<file path="src/rtl/seg_scan_decoder.sv">
`default_nettype none
// ============================================================================
// Module      : seg_scan_decoder
// Description : Monitors a multiplexed 8-digit active-low 7-segment scan,
//               waits for each dwell to settle, and rebuilds the hex value.
// Revision    : 1.0 - initial release
// ============================================================================
module seg_scan_decoder #(
    parameter int SETTLE_CYCLES = 4
) (
    input  logic        clk_in,
    input  logic        reset,
    input  logic [7:0]  an,
    input  logic [6:0]  seg,
    output logic [31:0] value,
    output logic [7:0]  digit_valid,
    output logic        frame_done,
    output logic        bad_pattern,
    output logic        multi_err
);

    localparam logic [1:0] c_st_wait    = 2'd0;
    localparam logic [1:0] c_st_capture = 2'd1;
    localparam logic [1:0] c_st_hold    = 2'd2;

    localparam logic [7:0] c_settle_max = 8'(SETTLE_CYCLES);
    localparam logic [7:0] c_settle_m1  = 8'(SETTLE_CYCLES - 1);

    logic [1:0]  r_state;
    logic [1:0]  w_state_next;
    logic [14:0] r_sample;
    logic [7:0]  r_cnt;
    logic [7:0]  w_cnt_next;
    logic        w_same;
    logic        w_settled;

    logic [31:0] r_value;
    logic [7:0]  r_digit_valid;
    logic [7:0]  r_seen;
    logic        r_frame_done;
    logic        r_bad_pattern;
    logic        r_multi_err;

    logic [7:0]  w_cap_low;
    logic [6:0]  w_cap_seg;
    logic        w_one_hot;
    logic [2:0]  w_idx;
    logic [7:0]  w_idx_mask;
    logic [7:0]  w_seen_set;
    logic [3:0]  w_nibble;
    logic        w_legal;
    logic        w_do_write;
    logic [7:0]  w_in_low;
    logic        w_in_multi;

    // ------------------------------------------------------------------
    // Sample register and stability counter
    // ------------------------------------------------------------------
    assign w_same    = ({an, seg} == r_sample);
    assign w_settled = (w_cnt_next == c_settle_m1);

    always_comb begin
        w_cnt_next = 8'd0;
        if (w_same) begin
            if (r_cnt >= c_settle_max) begin
                w_cnt_next = r_cnt;
            end else begin
                w_cnt_next = r_cnt + 8'd1;
            end
        end
    end

    always_ff @(posedge clk_in or negedge reset) begin
        if (!reset) begin
            r_sample <= '1;
            r_cnt    <= 8'd0;
            r_state  <= c_st_wait;
        end else begin
            r_sample <= {an, seg};
            r_cnt    <= w_cnt_next;
            r_state  <= w_state_next;
        end
    end

    // ------------------------------------------------------------------
    // Dwell FSM. A sample change seen while leaving CAPTURE starts the next
    // dwell immediately, so a dwell of exactly SETTLE_CYCLES is not lost.
    // ------------------------------------------------------------------
    always_comb begin
        w_state_next = r_state;
        case (r_state)
            c_st_wait: begin
                if (w_settled) begin
                    w_state_next = c_st_capture;
                end
            end
            c_st_capture: begin
                if (w_same) begin
                    w_state_next = c_st_hold;
                end else begin
                    w_state_next = w_settled ? c_st_capture : c_st_wait;
                end
            end
            c_st_hold: begin
                if (!w_same) begin
                    w_state_next = w_settled ? c_st_capture : c_st_wait;
                end
            end
            default: begin
                w_state_next = c_st_wait;
            end
        endcase
    end

    // ------------------------------------------------------------------
    // Anode qualification of the captured sample
    // ------------------------------------------------------------------
    assign w_cap_low = ~r_sample[14:7];
    assign w_cap_seg = r_sample[6:0];
    assign w_one_hot = (w_cap_low != 8'd0) && ((w_cap_low & (w_cap_low - 8'd1)) == 8'd0);

    always_comb begin
        w_idx = 3'd0;
        for (int k = 0; k < 8; k++) begin
            if (w_cap_low[k]) begin
                w_idx = k[2:0];
            end
        end
    end

    assign w_idx_mask = 8'd1 << w_idx;
    assign w_seen_set = r_seen | w_idx_mask;
    assign w_do_write = (r_state == c_st_capture) && w_one_hot;

    assign w_in_low   = ~an;
    assign w_in_multi = ((w_in_low & (w_in_low - 8'd1)) != 8'd0);

    // ------------------------------------------------------------------
    // Segment pattern to nibble
    // ------------------------------------------------------------------
    always_comb begin
        w_nibble = 4'h0;
        w_legal  = 1'b1;
        case (w_cap_seg)
            7'b1000000: w_nibble = 4'h0;
            7'b1111001: w_nibble = 4'h1;
            7'b0100100: w_nibble = 4'h2;
            7'b0110000: w_nibble = 4'h3;
            7'b0011001: w_nibble = 4'h4;
            7'b0010010: w_nibble = 4'h5;
            7'b0000010: w_nibble = 4'h6;
            7'b1111000: w_nibble = 4'h7;
            7'b0000000: w_nibble = 4'h8;
            7'b0010000: w_nibble = 4'h9;
            7'b0001000: w_nibble = 4'hA;
            7'b0000011: w_nibble = 4'hB;
            7'b1000110: w_nibble = 4'hC;
            7'b0100001: w_nibble = 4'hD;
            7'b0000110: w_nibble = 4'hE;
            7'b0001110: w_nibble = 4'hF;
            default:    w_legal  = 1'b0;
        endcase
    end

    // ------------------------------------------------------------------
    // Result registers
    // ------------------------------------------------------------------
    always_ff @(posedge clk_in or negedge reset) begin
        if (!reset) begin
            r_value       <= 32'd0;
            r_digit_valid <= 8'd0;
            r_seen        <= 8'd0;
            r_frame_done  <= 1'b0;
            r_bad_pattern <= 1'b0;
            r_multi_err   <= 1'b0;
        end else begin
            r_frame_done  <= 1'b0;
            r_bad_pattern <= 1'b0;
            if (w_in_multi) begin
                r_multi_err <= 1'b1;
            end
            if (w_do_write) begin
                if (w_legal) begin
                    r_value[{w_idx, 2'b00} +: 4] <= w_nibble;
                    r_digit_valid[w_idx]         <= 1'b1;
                end else begin
                    r_digit_valid[w_idx] <= 1'b0;
                    r_bad_pattern        <= 1'b1;
                end
                // The completing capture also opens the next frame.
                if (&w_seen_set) begin
                    r_frame_done <= 1'b1;
                    r_seen       <= w_idx_mask;
                end else begin
                    r_seen <= w_seen_set;
                end
            end
        end
    end

    assign value       = r_value;
    assign digit_valid = r_digit_valid;
    assign frame_done  = r_frame_done;
    assign bad_pattern = r_bad_pattern;
    assign multi_err   = r_multi_err;

endmodule
`default_nettype wire
</file>
<file path="config.mk">
export PLATFORM = sky130hd
export DESIGN_NAME = seg_scan_decoder
export DESIGN_NICKNAME = d
export VERILOG_FILES = /design/src/rtl/seg_scan_decoder.sv
export SDC_FILE = /design/constraint.sdc
export NUM_CORES = 1
export LEC_CHECK = 0
export CORE_MARGIN = 4
export CORE_UTILIZATION = 30
export DETAILED_ROUTE_END_ITERATION = 6
export SYNTH_ARGS = -nofsm -noshare
export SYNTH_HDL_FRONTEND = slang
export SYNTH_SLANG_ARGS = --single-unit
</file>
<file path="constraint.sdc">
create_clock -name clk_in -period 3.7 [get_ports clk_in]
set_input_delay 0.74 -clock clk_in [delete_from_list [all_inputs] [get_ports clk_in]]
set_output_delay 0.74 -clock clk_in [all_outputs]
set_load 0.02 [all_outputs]
</file>
==> flow_metrics.py <==
metrics = {
    "floorplanning": {
        "initial_core_util_pct": 31.1,
        "die_h_um": 126,
        "core_mm2": 0.0134,
        "rows": 42,
        "io_pins": 60,
        "die-area_mm2": 0.0158,
        "die_x_um": 126,
    },
    "timing": {
        "rsz0062_at_grt": "false",
        "finalSetupViolCount": 0,
        "fin_crit_sh_pct": 91.0,
        "max_freq_mhz": 297,
        "fin_ws_ns": 0.334,
        "fin_skew_ns": 0.00625,
        "slew_headroom_pct": 28.5,
        "worstMarginPinSlew_ns": 1.07,
        "finalMaxSlewViolations": 0,
        "period_minus_slack_ns": 3.37,
        "hold_viol": 0,
        "fin_tns_setup_ns": 0,
    },
    "drt": {
        "wl_um": 9690,
        "wl_per_cell_um": 16.0,
        "postRouteAntennaNets": 0,
        "drc": 0,
        "first_pass_iters": 4,
        "num_vias": 3025,
        "viasPerCell": 5.01,
        "drt_iter0_drc": 274,
    },
    "setup_path": {
        "reg2reg_to": "value[19]",
        "r2r-start": "r_sample[8]",
        "cp_num_buf_inv": 0,
        "end_kind": "register",
        "max_stage_delay_ns": 0.58,
        "crit_arrival_ns": 3.58,
        "crit_type": "reg -> reg",
        "cpMostUsedCell": "ha_1",
        "crit_chain": "nor2b_1, o211a_1, nor2_1, ha_1, ha_1, a211oi_1, or3b_1, a2111oi_4, mux2_1",
        "r2r_slack_ns": 0.33,
        "cp.required_ns": 3.91,
        "critPathMaxFanout": 8,
        "crit_family": "compound AO/OA/AOI/OAI gates",
        "start_kind": "register",
        "cp_slowest_cell": "dfstp_2",
        "r2r_cells": 9,
    },
    "finish": {
        "fillers": 1320,
        "area_growth_pct": 23.6,
        "drive_above_1_share_pct": 13.3,
        "layout.cells.non_filler": 604,
        "nets": 450,
        "diodes": 0,
    },
    "worst_hold_path": {
        "min_path_cells": 2,
        "worstHoldStart": "r_cnt[2]",
        "hold_path.class": "reg -> reg",
        "hold_end": "r_cnt[2]",
    },
    "global_route": {
        "grt_pass1_wl_um": 16300,
        "use_met3_pct": 3.39,
        "grt-ovfl-total": 0,
        "antenna_found_initial": 0,
        "grt_pass1_vias": 3123,
        "grt_max_degree": 77,
        "grt_usage_pct": 12.7,
        "use_met1_pct": 17.3,
        "use_met2_pct": 19.5,
        "grt-busiest-layer": "met2",
    },
    "placed_design": {
        "post-place-ws_ns": 0.242,
        "dp_cells": 589,
        "port_buffers": 59,
        "hpwl_um": 6950,
        "gp_congestion": 0.805,
    },
    "synth": {
        "synthDistinctLibCells": 60,
        "synth_warnings": 0,
        "seq_area_frac_synth_pct": 46.1,
        "synth.top_cells.by_area": "dfrtp_1 (37%), dfstp_2 (9.5%), mux2i_1 (5.8%)",
        "synth.avg_cell_area_um2": 11.3,
        "ys_seq_elements": 76,
        "synth_area_mm2": 0.00417,
        "postSynthCellCount": 370,
        "async_flop_share_pct": 100,
        "synth_edf_count": 0,
        "synth_top_cell_area_share_pct": 36.6,
        "ys.flop_type": "dfrtp_1",
        "synth_common_cells": "dfrtp_1 (61), inv_1 (32), mux2i_1 (24)",
        "yosysMostFrequentCell": "dfrtp_1",
        "mappedNetlistNets": 396,
        "synth_top_area_cell": "dfrtp_1",
    },
    "cts": {
        "clock_sinks": 76,
        "path_clk_slew_ns": 0.06,
        "cts_made_buffers": 9,
        "cts-root-buf": "clkbuf_16",
        "ctsLongestPathBuffers": 2,
        "post_cts_buffers": 0,
        "clk_latency_ns": 0.33,
        "ctsHtreeMaxLevel": 3,
        "tritoncts": "built",
    },
    "run": {
        "drv_cap": 0,
    },
    "pwr": {
        "power.density_mw_per_mm2": 370,
        "max-vdd-ir-drop_mv": 0.204,
        "leakage_nw": 2.02,
    },
    "status": {
        "outcome": "finished, final reports clean",
    },
}
## per-layer routing
metal  up-vias  wire [um]
li1       1467          -
met1      1462       4570
met2        86       4420
met3        10        558
met4         0        141
met5         -          0
## cell type report
class | count | area [um^2] | share of cell area, %
clock inverter | 4 | 48.8 | 0.948
inverter | 33 | 124 | 2.41
timing repair buffer | 59 | 588 | 11.4
clock buffer | 11 | 253 | 4.91
sequential | 76 | 1920 | 37.3
tap | 176 | 220 | 4.28
multi-input combinational | 245 | 2000 | 38.8
## cells by family after synthesis
family,synth area share [%]
AOI/OAI and AO/OA,16.0
xor gates and xnor gates,3.57
adders and majority gates,2.94
buffers and inverters,6.01
DFF,46.1
muxes,9.55
and+or+nand+nor,15.8
## worst min-delay path, delay by kind of cell (launching register included)
family,cells,cell delay (ns)
AND/OR/NAND/NOR,1,0.07
flip-flops,1,0.33
AO/OA/AOI/OAI,1,0.04
## through the flow
stage	area (um^2)	hold slack, ns	utilization (%)	power (mW)
floorplan	4170	0.444	-	0.971
global route	5150	0.507	38.4	1.97
detailed placement	4850	0.467	36.2	1.03
finish	5150	0.488	38.4	1.90
global placement	4850	0.462	36.2	1.02
CTS	5150	0.489	38.4	1.93
## power breakdown
group	internal [mW]	leakage, nW	switching (mW)
clock network	0.554	0.151	0.336
logic	0.0525	0.865	0.0889
registers	0.848	1.01	0.0248
## worst max path at each step
stage,slack (ns),to,start,cells after the start
detailed placement,0.24,value[17],r_sample[13],10
finish,0.33,value[19],r_sample[8],9
floorplan,0.53,value[17],r_sample[13],11
global route,0.09,value[19],r_sample[9],10
CTS,0.23,value[19],r_sample[13],10
global placement,0.41,value[17],r_sample[13],10
## what timing repair did
action                                  4_1_cts  5_1_grt
endpoints found under the setup margin        0        2
gates resized for setup                       0        1
hold buffers                                  0        0
## placed cells by master, fill, tap and decap left out, types with 10 or more instances in the layout
cell             count
nand2_1             19
nor3_1              10
inv_1               32
nand3_1             14
mux2i_1             24
nor2_1              14
dfstp_2             15
nand4_1             11
dfrtp_1             61
xor2_1              11
clkdlybuf4s50_1     58
No activity file was read; power rests on OpenSTA's default activity.
